**config.mk**
```make
export PLATFORM = sky130hd
export DESIGN_NAME = sync_wconv_fifo_flat
export DESIGN_NICKNAME = d
export VERILOG_FILES = /design/src/rtl/sync_wconv_fifo_if.sv /design/src/rtl/sync_wconv_fifo.sv /design/src/flat_wrapper.sv
export SDC_FILE = /design/constraint.sdc
export NUM_CORES = 1
export LEC_CHECK = 0
export CAP_MARGIN = 10
export CORE_ASPECT_RATIO = 1.75
export CORE_UTILIZATION = 50
export DETAILED_ROUTE_END_ITERATION = 16
export GPL_TIMING_DRIVEN = 0
export PLACE_DENSITY = 0.7
export SYNTH_ARGS = -nofsm -noshare
export SYNTH_HDL_FRONTEND = slang
export SYNTH_SLANG_ARGS = --single-unit
```
**constraint.sdc**
```tcl
create_clock -name clk -period 6.9 [get_ports clk]
set_input_delay 1.035 -clock clk [delete_from_list [all_inputs] [get_ports clk]]
set_output_delay 1.035 -clock clk [all_outputs]
set_load 0.01 [all_outputs]
```
**src/rtl/sync_wconv_fifo_if.sv**
```systemverilog
// Stream bundle for sync_wconv_fifo: write side, read side and status.
// master drives writes and read-ready; slave is the FIFO itself.
interface sync_wconv_fifo_if #(
    parameter int IN_DATA_WIDTH  = 8,
    parameter int OUT_DATA_WIDTH = 32,
    parameter int FIFO_DEPTH     = 4
);
    localparam int WIDE =
        (IN_DATA_WIDTH > OUT_DATA_WIDTH) ? IN_DATA_WIDTH : OUT_DATA_WIDTH;
    localparam int NARROW =
        (IN_DATA_WIDTH > OUT_DATA_WIDTH) ? OUT_DATA_WIDTH : IN_DATA_WIDTH;
    localparam int CAT_NUM    = WIDE / NARROW;
    localparam int ADDR_WIDTH = $clog2(FIFO_DEPTH);

    logic [IN_DATA_WIDTH-1:0]  data_i;
    logic                      wr_valid_i;
    logic                      wr_ready_o;
    logic                      wr_last_i;
    logic [CAT_NUM-1:0]        wr_keep_i;
    logic [OUT_DATA_WIDTH-1:0] data_o;
    logic                      rd_valid_i;
    logic                      rd_ready_o;
    logic                      rd_last_o;
    logic [CAT_NUM-1:0]        rd_keep_o;
    logic                      empty_o;
    logic                      full_o;
    logic [ADDR_WIDTH:0]       counter;

    modport master (
        output data_i, wr_valid_i, wr_last_i, wr_keep_i, rd_valid_i,
        input  wr_ready_o, data_o, rd_ready_o, rd_last_o, rd_keep_o,
        input  empty_o, full_o, counter
    );

    modport slave (
        input  data_i, wr_valid_i, wr_last_i, wr_keep_i, rd_valid_i,
        output wr_ready_o, data_o, rd_ready_o, rd_last_o, rd_keep_o,
        output empty_o, full_o, counter
    );
endinterface

```
**src/rtl/sync_wconv_fifo.sv**
```systemverilog
// Synchronous FIFO with integer-ratio up/down width conversion,
// per-beat last and lane-valid keep qualifiers.
module sync_wconv_fifo #(
    parameter int IN_DATA_WIDTH  = 8,
    parameter int OUT_DATA_WIDTH = 32,
    parameter int FIFO_DEPTH     = 4,
    parameter     ORDER          = "LSB"
) (
    input logic              clk,
    input logic              rst,
    sync_wconv_fifo_if.slave bus
);
    localparam int WIDE =
        (IN_DATA_WIDTH > OUT_DATA_WIDTH) ? IN_DATA_WIDTH : OUT_DATA_WIDTH;
    localparam int NARROW =
        (IN_DATA_WIDTH > OUT_DATA_WIDTH) ? OUT_DATA_WIDTH : IN_DATA_WIDTH;
    localparam int CAT_NUM    = WIDE / NARROW;
    localparam int ADDR_WIDTH = $clog2(FIFO_DEPTH);
    localparam int PW         = ADDR_WIDTH + 1;
    localparam int LW         = (CAT_NUM > 1) ? $clog2(CAT_NUM) : 1;
    localparam int CW         = $clog2(CAT_NUM + 1);
    localparam bit UP         = OUT_DATA_WIDTH > IN_DATA_WIDTH;
    localparam bit DN         = IN_DATA_WIDTH > OUT_DATA_WIDTH;
    localparam bit MSB_FIRST  = (ORDER == "MSB");

    localparam logic [PW-1:0] DEPTH_P  = PW'(FIFO_DEPTH);
    localparam logic [LW-1:0] LANE_MAX = LW'(CAT_NUM - 1);

    logic [WIDE-1:0]       mem_q [FIFO_DEPTH];
    logic [CW-1:0]         cnt_mem_q [FIFO_DEPTH];
    logic [FIFO_DEPTH-1:0] last_mem_q;

    logic [PW-1:0]   wr_ptr_q, wr_ptr_d;
    logic [PW-1:0]   rd_ptr_q, rd_ptr_d;
    logic [LW-1:0]   lane_q, lane_d;
    logic [LW-1:0]   rlane_q, rlane_d;
    logic [WIDE-1:0] pack_q, pack_d;

    logic [PW-1:0]         count;
    logic                  empty, full;
    logic                  wr_hs, rd_hs;
    logic                  push, pop, at_end;
    logic [ADDR_WIDTH-1:0] wr_addr, rd_addr;
    logic [WIDE-1:0]       wr_word, rd_word;
    logic [CW-1:0]         wr_cnt, rd_cnt, keep_cnt;
    logic [CAT_NUM-1:0]    keep;
    int                    rd_shift;

    // Lane 0 is always first in time; ORDER only picks where it lands.
    function automatic logic [LW-1:0] lane_pos(input logic [LW-1:0] l);
        return MSB_FIRST ? LANE_MAX - l : l;
    endfunction

    assign count   = wr_ptr_q - rd_ptr_q;
    assign empty   = (count == '0);
    assign full    = (count == DEPTH_P);
    assign wr_hs   = bus.wr_valid_i & ~full;
    assign rd_hs   = bus.rd_valid_i & ~empty;
    assign wr_addr = wr_ptr_q[ADDR_WIDTH-1:0];
    assign rd_addr = rd_ptr_q[ADDR_WIDTH-1:0];
    assign rd_word = mem_q[rd_addr];
    assign rd_cnt  = cnt_mem_q[rd_addr];

    // Holes below the top keep bit still count as valid lanes.
    always_comb begin
        keep_cnt = CW'(1);
        for (int i = 0; i < CAT_NUM; i++) begin
            if (bus.wr_keep_i[i]) keep_cnt = CW'(i + 1);
        end
    end

    always_comb begin
        wr_word = WIDE'(bus.data_i);
        wr_cnt  = CW'(1);
        if (UP) begin
            wr_word = pack_q
                    | (WIDE'(bus.data_i)
                       << (NARROW * int'(lane_pos(lane_q))));
            wr_cnt  = CW'(lane_q) + CW'(1);
        end else if (DN) begin
            wr_cnt = keep_cnt;
        end
    end

    assign push = UP ? wr_hs & ((lane_q == LANE_MAX) | bus.wr_last_i)
                     : wr_hs;
    assign at_end = DN ? ((CW'(rlane_q) + CW'(1)) == rd_cnt) : 1'b1;
    assign pop    = rd_hs & at_end;

    always_comb begin
        lane_d  = lane_q;
        pack_d  = pack_q;
        rlane_d = rlane_q;
        if (UP && wr_hs) begin
            if (push) begin
                lane_d = '0;
                pack_d = '0;
            end else begin
                lane_d = lane_q + LW'(1);
                pack_d = wr_word;
            end
        end
        if (DN && rd_hs) begin
            rlane_d = at_end ? '0 : rlane_q + LW'(1);
        end
        wr_ptr_d = wr_ptr_q + PW'(push);
        rd_ptr_d = rd_ptr_q + PW'(pop);
    end

    always_ff @(posedge clk or posedge rst) begin
        if (rst) begin
            wr_ptr_q <= '0;
            rd_ptr_q <= '0;
            lane_q   <= '0;
            rlane_q  <= '0;
            pack_q   <= '0;
        end else begin
            wr_ptr_q <= wr_ptr_d;
            rd_ptr_q <= rd_ptr_d;
            lane_q   <= lane_d;
            rlane_q  <= rlane_d;
            pack_q   <= pack_d;
        end
    end

    always_ff @(posedge clk) begin
        if (push) begin
            mem_q[wr_addr]      <= wr_word;
            cnt_mem_q[wr_addr]  <= wr_cnt;
            last_mem_q[wr_addr] <= bus.wr_last_i;
        end
    end

    always_comb begin
        keep = '0;
        if (!empty) begin
            if (UP) begin
                for (int i = 0; i < CAT_NUM; i++) begin
                    keep[i] = (CW'(i) < rd_cnt);
                end
            end else begin
                keep = CAT_NUM'(1);
            end
        end
    end

    assign rd_shift = DN ? NARROW * int'(lane_pos(rlane_q)) : 0;

    assign bus.data_o     = OUT_DATA_WIDTH'(rd_word >> rd_shift);
    assign bus.rd_keep_o  = keep;
    assign bus.rd_last_o  = ~empty & last_mem_q[rd_addr] & at_end;
    assign bus.rd_ready_o = ~empty;
    assign bus.wr_ready_o = ~full;
    assign bus.empty_o    = empty;
    assign bus.full_o     = full;
    assign bus.counter    = count;
endmodule
```
**src/flat_wrapper.sv**
```systemverilog
// flat-port wrapper written by rule: the top's interface ports become plain ports
module sync_wconv_fifo_flat 
#(
    parameter int IN_DATA_WIDTH  = 8,
    parameter int OUT_DATA_WIDTH = 32,
    parameter int FIFO_DEPTH     = 4,
    parameter     ORDER          = "   "
)
  (clk, rst, bus_data_i, bus_wr_valid_i, bus_wr_last_i, bus_wr_keep_i, bus_rd_valid_i, bus_wr_ready_o, bus_data_o, bus_rd_ready_o, bus_rd_last_o, bus_rd_keep_o, bus_empty_o, bus_full_o, bus_counter);
  sync_wconv_fifo_if #(.IN_DATA_WIDTH(IN_DATA_WIDTH), .OUT_DATA_WIDTH(OUT_DATA_WIDTH), .FIFO_DEPTH(FIFO_DEPTH)) bus_i ();
  input logic clk;
  input logic rst;
  input wire logic [$bits(bus_i.data_i)-1:0] bus_data_i;
  input wire logic [$bits(bus_i.wr_valid_i)-1:0] bus_wr_valid_i;
  input wire logic [$bits(bus_i.wr_last_i)-1:0] bus_wr_last_i;
  input wire logic [$bits(bus_i.wr_keep_i)-1:0] bus_wr_keep_i;
  input wire logic [$bits(bus_i.rd_valid_i)-1:0] bus_rd_valid_i;
  output wire logic [$bits(bus_i.wr_ready_o)-1:0] bus_wr_ready_o;
  output wire logic [$bits(bus_i.data_o)-1:0] bus_data_o;
  output wire logic [$bits(bus_i.rd_ready_o)-1:0] bus_rd_ready_o;
  output wire logic [$bits(bus_i.rd_last_o)-1:0] bus_rd_last_o;
  output wire logic [$bits(bus_i.rd_keep_o)-1:0] bus_rd_keep_o;
  output wire logic [$bits(bus_i.empty_o)-1:0] bus_empty_o;
  output wire logic [$bits(bus_i.full_o)-1:0] bus_full_o;
  output wire logic [$bits(bus_i.counter)-1:0] bus_counter;
  assign bus_i.data_i = bus_data_i;
  assign bus_i.wr_valid_i = bus_wr_valid_i;
  assign bus_i.wr_last_i = bus_wr_last_i;
  assign bus_i.wr_keep_i = bus_wr_keep_i;
  assign bus_i.rd_valid_i = bus_rd_valid_i;
  assign bus_wr_ready_o = bus_i.wr_ready_o;
  assign bus_data_o = bus_i.data_o;
  assign bus_rd_ready_o = bus_i.rd_ready_o;
  assign bus_rd_last_o = bus_i.rd_last_o;
  assign bus_rd_keep_o = bus_i.rd_keep_o;
  assign bus_empty_o = bus_i.empty_o;
  assign bus_full_o = bus_i.full_o;
  assign bus_counter = bus_i.counter;
  sync_wconv_fifo #(.IN_DATA_WIDTH(IN_DATA_WIDTH), .OUT_DATA_WIDTH(OUT_DATA_WIDTH), .FIFO_DEPTH(FIFO_DEPTH), .ORDER(ORDER)) u_core (.clk(clk), .rst(rst), .bus(bus_i));
endmodule
```
==> results of run 1 <==
## power by group
part	switching [W]	internal (W)	total [W]
Sequential	0.0000984	0.00158	0.00168
Combinational	0.000997	0.000878	0.00188
Clock	0.000437	0.000513	0.000950
## layout by cell type (no fill, tap or decap), types with 2 or more instances in the layout
| cell type | n |
|---|---|
| buf_1 | 8 |
| nand4_1 | 8 |
| a21o_1 | 32 |
| o21a_1 | 32 |
| mux2_2 | 2 |
| buf_6 | 17 |
| nor2b_1 | 5 |
| a21oi_1 | 9 |
| clkbuf_1 | 19 |
| nand2_1 | 2 |
| inv_1 | 10 |
| dfrtp_1 | 40 |
| clkdlybuf4s50_1 | 47 |
| xor2_1 | 2 |
| buf_2 | 7 |
| edfxtp_1 | 144 |
| mux4_2 | 36 |
| inv_8 | 4 |
| ha_1 | 6 |
| and2_1 | 2 |
| o2111a_1 | 24 |
| inv_6 | 6 |
| clkbuf_16 | 17 |
| nor3_2 | 4 |
| nor2_1 | 8 |
## state kept, by name, indices dropped and copies added, names as in the netlist
| register | count |
|---|---|
| u_core.cnt_mem_q | 12 |
| u_core.lane_q | 2 |
| u_core.last_mem_q | 4 |
| u_core.mem_q | 128 |
| u_core.pack_q | 32 |
| u_core.rd_ptr_q | 3 |
| u_core.wr_ptr_q | 3 |
## per-layer routing
| layer | vias to the layer above | part of all wire |
|---|---|---|
| li1 | 1800 | - |
| met3 | 25 | 0.032 |
| met2 | 88 | 0.56 |
| met4 | 0 | 0.025 |
| met1 | 2072 | 0.38 |
| met5 | - | 0 |
## per-stage QoR
| stage | setup TNS [ns] | setup WS (ns) |
|---|---|---|
| final | 0 | 2.699 |
| after global routing | 0 | 2.520 |
| after CTS | 0 | 2.664 |
| after detailed placement | 0 | 3.130 |
| after global placement | -36.50 | -0.2801 |
| after floorplan | 0 | 2.314 |
## critical path, cell delays in order, from the launching register on
cell and delay [ns]:
dfrtp_1 0.42, inv_1 0.12, ha_1 0.22, fa_1 0.54, nand2_1 0.24, nor2_1 0.54, clkdlybuf4s50_1 0.65
## final cells by class
cell class / count / area (um^2) / share of cell area
Timing Repair Buffer: 61 / 628.1 / 0.07022
Clock inverter: 15 / 152.6 / 0.01707
Sequential cell: 184 / 5325 / 0.5953
Inverter: 11 / 41.29 / 0.004616
Tap cell: 180 / 225.2 / 0.02518
Clock buffer: 17 / 425.4 / 0.04756
Multi-Input combinational cell: 178 / 1977 / 0.2210
Buffer: 37 / 170.2 / 0.01902
## worst max path at each step
| stage | depth (start not counted) | end | slack (ns) | startpoint |
|---|---|---|---|---|
| 3_5_place_dp | 6 | bus_empty_o | 3.13 | u_core.wr_ptr_q[0] |
| 4_1_cts | 6 | bus_empty_o | 2.66 | u_core.wr_ptr_q[0] |
| 6_report | 6 | bus_empty_o | 2.70 | u_core.wr_ptr_q[0] |
| 3_3_place_gp | 5 | u_core.mem_q[1][29] | -0.28 | bus_wr_last_i |
| 2_1_floorplan | 7 | u_core.cnt_mem_q[2][0] | 2.31 | u_core.wr_ptr_q[0] |
| 5_1_grt | 6 | bus_empty_o | 2.52 | u_core.wr_ptr_q[0] |
## kinds of logic (layout without fill, tap and decap cells)
kind of cell | count (synthesis) | count (layout) | share of synthesized area
adder cells (fa/ha/maj) | 7 | 7 | 0.01269
flip-flops | 184 | 184 | 0.7106
AND/OR/NAND/NOR | 31 | 31 | 0.02171
buffers and inverters | 48 | 141 | 0.02822
multiplexers | 38 | 38 | 0.1112
AO/OA/AOI/OAI | 99 | 99 | 0.1100
XOR/XNOR | 3 | 3 | 0.005510
==> results.toml, run 1 <==
[clock_network]
postCtsResizedCells = 0
clock_sinks = 184
cts_root_buffer = "clkbuf_16"
htree_levels = 4
clockBufferDepth = 2
cts_setup_buffers = 0
tritoncts = "yes"
cts_made_buffers = 17
clk_latency_ns = 0.42
cts.clk_slew.worst_paths_ns = 0.07
cts_hold_buf = 0

[synthesis]
async_flop_share = 0.2174
syn_nets = 434
yosysTopAreaCell = "edfxtp_1"
netlist_area_um2 = 7493
synth_top_area_frac = 0.5771
ys_warn_count = 0
avgSynthCellArea_um2 = 18.28
ys_ff_latch = 184
synthCells = 410
synth_edf_count = 144
ys.flop_type = "edfxtp_1"
ys_seq_area_frac = 0.7106
yosysUniqueCellTypes = 26
synth_area_leaders = "edfxtp_1 (58%), dfrtp_1 (13%), mux4_2 (11%)"
synth.most_common_cell = "edfxtp_1"
synth_common_cells = "edfxtp_1 (144), dfrtp_1 (40), mux4_2 (36)"

[setup_path]
regToRegSetupSlack_ns = 3.46
r2r-end = "u_core.mem_q[1][23]"
path_class = "flop to output pin"
startpoint_type = "flop"
critPathArrivalTime_ns = 3.17
required_ns = 5.86
crit_fanout = 8
rr_worst_depth = 9
reg2reg_from = "u_core.wr_ptr_q[0]"
crit_path_end_kind = "output pin"

[drt]
drc = 0
first_pass_iters = 4
num_vias = 3985
avgViaCountPerCell = 5.835
post_drt_wl_per_cell_um = 21.51
final_antenna_net_count = 0
drtIter0Drc = 245
routed_wl_um = 14690

[outcome]
status = "finished, final reports clean"

[timing]
worst_pin_slew_ns = 0.9167
finalHoldViolCount = 0
min_period_over_period = 0.6088
clock_skew_ns = 0.009615
clock.fmax_ghz = 0.2380
rsz0062_at_grt = "no"
whs_ns = 0.4957
min_period_ns = 4.201
setup_violations = 0
slew_headroom = 0.3855
finalMaxSlewViolations = 0

[final_layout]
final_cells = 683
nFillCells = 1093
fin_nets = 514
layout-drive-gt1-share = 0.2008
stdcell_area_um2 = 8945
final_util = 0.6163
antenna_cells = 0
area_growth_pct = 19.37

[grt]
grt_pass1_vias = 4245
busiest_layer = "met2"
grt_max_degree = 41
track_usage = 0.2083
use_met2 = 0.3729
grt_pass1_wl_um = 23100
met1_usage = 0.2439
antenna_found_initial = 0
use_met3 = 0.03657
overflow = 0

[placed_design]
gp_congestion = 0.8451
port_buffers = 47
hpwl_um = 10130
dpl_cell_area_um2 = 8367
dp.cells = 651

[floorplan]
ios = 61
die_x_um = 94.54
dieArea_um2 = 15500
start_util = 0.5163
fp-row-count = 58
die_y_um = 163.9
core_um2 = 14510

[flow_run]
cap_viol_max_count = 0

[power_and_ir_drop]
p_leak_nw = 3.390
ir_drop_mv = 0.3296
p_total_w = 0.004500
powerDensity_nw_per_um2 = 503.1

[hold_path]
hold_end = "u_core.pack_q[27]"
whs_path_depth = 1
hold_start = "u_core.pack_q[27]"
min_path_type = "flop to flop"
Power figures use the tool's default switching activity.
==> run 2: changes to the inputs <==
clock period = 4 ns   (was 6.9 ns; I/O delays follow)
==> results of run 2 <==
The final DEF is identical to that of run 1. Status: finished, final reports clean.
Among the figures that moved: setup slack after placement 3.130 ns -> 0.5355 ns; setup slack after layout 2.699 ns -> 0.2340 ns; register-to-register setup slack 3.46 ns -> 0.56 ns; total power 0.004500 W -> 0.007763 W; worst IR drop on VDD 0.3296 mV -> 0.5686 mV
==> run 3: changes to the inputs <==
REMOVE_ABC_BUFFERS = 1   (was unset)
SLEW_MARGIN = 10   (was unset)
==> results.toml, run 3 (same netlist as run 1, synthesis figures left out) <==
[timing]
finalHoldViolCount = 0
rsz0062_at_grt = "no"
slew_headroom = 0.3385
worst_pin_slew_ns = 0.9886
clock.fmax_ghz = 0.2617
clock_skew_ns = 0.006106
min_period_ns = 3.822
finalMaxSlewViolations = 0
setup_tns_ns = 0
fin_ws_ns = 0.1785
min_period_over_period = 0.9554
setup_violations = 0

[drt]
final_antenna_net_count = 0
first_pass_iters = 4
drc = 0
drtIter0Drc = 287
avgViaCountPerCell = 6.003
num_vias = 3986
routed_wl_um = 14720
post_drt_wl_per_cell_um = 22.16

[clock_network]
cts_made_buffers = 17
clock_sinks = 184
cts.clk_slew.worst_paths_ns = 0.06
clockBufferDepth = 2
clk_latency_ns = 0.42
htree_levels = 4
tritoncts = "yes"
cts_root_buffer = "clkbuf_16"

[setup_path]
crit_path_end_kind = "output pin"
startpoint_type = "flop"
rr_worst_depth = 7
reg2reg_from = "u_core.rd_ptr_q[0]"
critPathArrivalTime_ns = 3.22
required_ns = 3.40
regToRegSetupSlack_ns = 0.32
crit_fanout = 27
crit_path_start = "u_core.rd_ptr_q[0]"
path_class = "flop to output pin"
critPathCapture = "bus_empty_o"
r2r-end = "u_core.mem_q[1][15]"

[grt]
antenna_found_initial = 0
track_usage = 0.2014
overflow = 0
grt_max_degree = 38
grt_pass1_vias = 4179
grt_pass1_wl_um = 22410

[final_layout]
area_growth_pct = 19.70
largest_register_ffs = 128
nFillCells = 1051
layout-drive-gt1-share = 0.2211
antenna_cells = 0
final_cells = 664
stdcell_area_um2 = 8970
biggestRegsByFlops = "u_core.mem_q: 128 flops, u_core.pack_q: 32 flops, u_core.cnt_mem_q: 12 flops"
regMostFlops = "u_core.mem_q"
layout_commonest_cell = "edfxtp_1"
mostFrequentLayoutCells = "edfxtp_1 (144), clkdlybuf4s50_1 (55), dfrtp_1 (38)"
fin_nets = 496

[placed_design]
gp_congestion = 0.7499
place_worst_setup_slack_ns = -0.8064
dpl_cell_area_um2 = 8324
dp.cells = 627
port_buffers = 56
hpwl_um = 9198

[floorplan]
ios = 61
fp-row-count = 58
dieArea_um2 = 15500
die_y_um = 163.9
core_um2 = 14510
start_util = 0.5163
die_x_um = 94.54

[hold_path]
min_path_type = "primary input to asynchronous set/reset pin"

[power_and_ir_drop]
p_leak_nw = 3.390
powerDensity_nw_per_um2 = 871.4
ir_drop_mv = 0.9253

[flow_run]
cap_viol_max_count = 0

[outcome]
status = "finished, final reports clean"
-- run 3: cell types whose count changed in the layout (fill, tap and decap cells not counted), moves of 3 or more --
cell and delta:
clkbuf_1 -18, buf_4 +12, buf_6 -11, buf_1 -8, clkdlybuf4s50_1 +8, buf_2 -6
inv_8 -4, clkinvlp_4 +3
-- run 3: per-stage QoR --
step	util	total power, W	hold WS, ns
final	0.6180	0.007817	0.4776
after global routing	0.6180	0.008192	0.4859
after CTS	0.6138	0.007750	0.4792
after detailed placement	0.5735	0.006093	0.4708
after global placement	0.5587	0.005963	0.4607
after floorplan	-	0.004688	0.4433
-- run 3: worst min path at each step --
stage / end / slack, ns / cells past startpoint / from
floorplan: u_core.wr_ptr_q[2] / 0.44 / 1 / u_core.wr_ptr_q[2]
global placement: u_core.wr_ptr_q[2] / 0.46 / 1 / u_core.wr_ptr_q[2]
detailed placement: u_core.wr_ptr_q[2] / 0.47 / 1 / u_core.wr_ptr_q[2]
CTS: u_core.pack_q[15] / 0.48 / 2 / rst
global route: u_core.pack_q[15] / 0.49 / 2 / rst
finish: u_core.pack_q[15] / 0.48 / 2 / rst
-- run 3: timing repair --
action	CTS	global route
pin swaps	0	1
resized for setup	6	0
hold buffers	0	0
endpoints found under the setup margin	156	66
setup buffers	3	1
gates cloned	0	2
-- run 3: critical path: stages (launching register included) --
cell             delay, ns
dfrtp_4               0.61
ha_1                  0.27
fa_1                  0.56
nand2_2               0.41
nor2_4                0.36
clkdlybuf4s50_1       0.58
-- run 3: layout make-up --
type                            count  area, um^2  share of cell area
Tap cell                          180       225.2             0.02511
Sequential cell                   184        5330              0.5942
Clock buffer                       18       429.2             0.04784
Inverter                           11       45.04            0.005022
Clock inverter                     13       97.59             0.01088
Multi-Input combinational cell    180        2037              0.2271
Timing Repair Buffer               78       805.8             0.08983
-- run 3: report_power, final --
| part | switching, W | internal (W) |
|---|---|---|
| Combinational | 0.00173 | 0.00159 |
| Sequential | 0.000276 | 0.00272 |
| Clock | 0.000701 | 0.000797 |
-- run 3: per-layer routing --
metal	global-route usage	vias to the layer above	wire, um
li1	-	1779	-
met1	0.2324	2103	5684
met2	0.3656	85	8362
met3	0.03750	19	426
met4	0.07645	0	242
met5	0	-	0
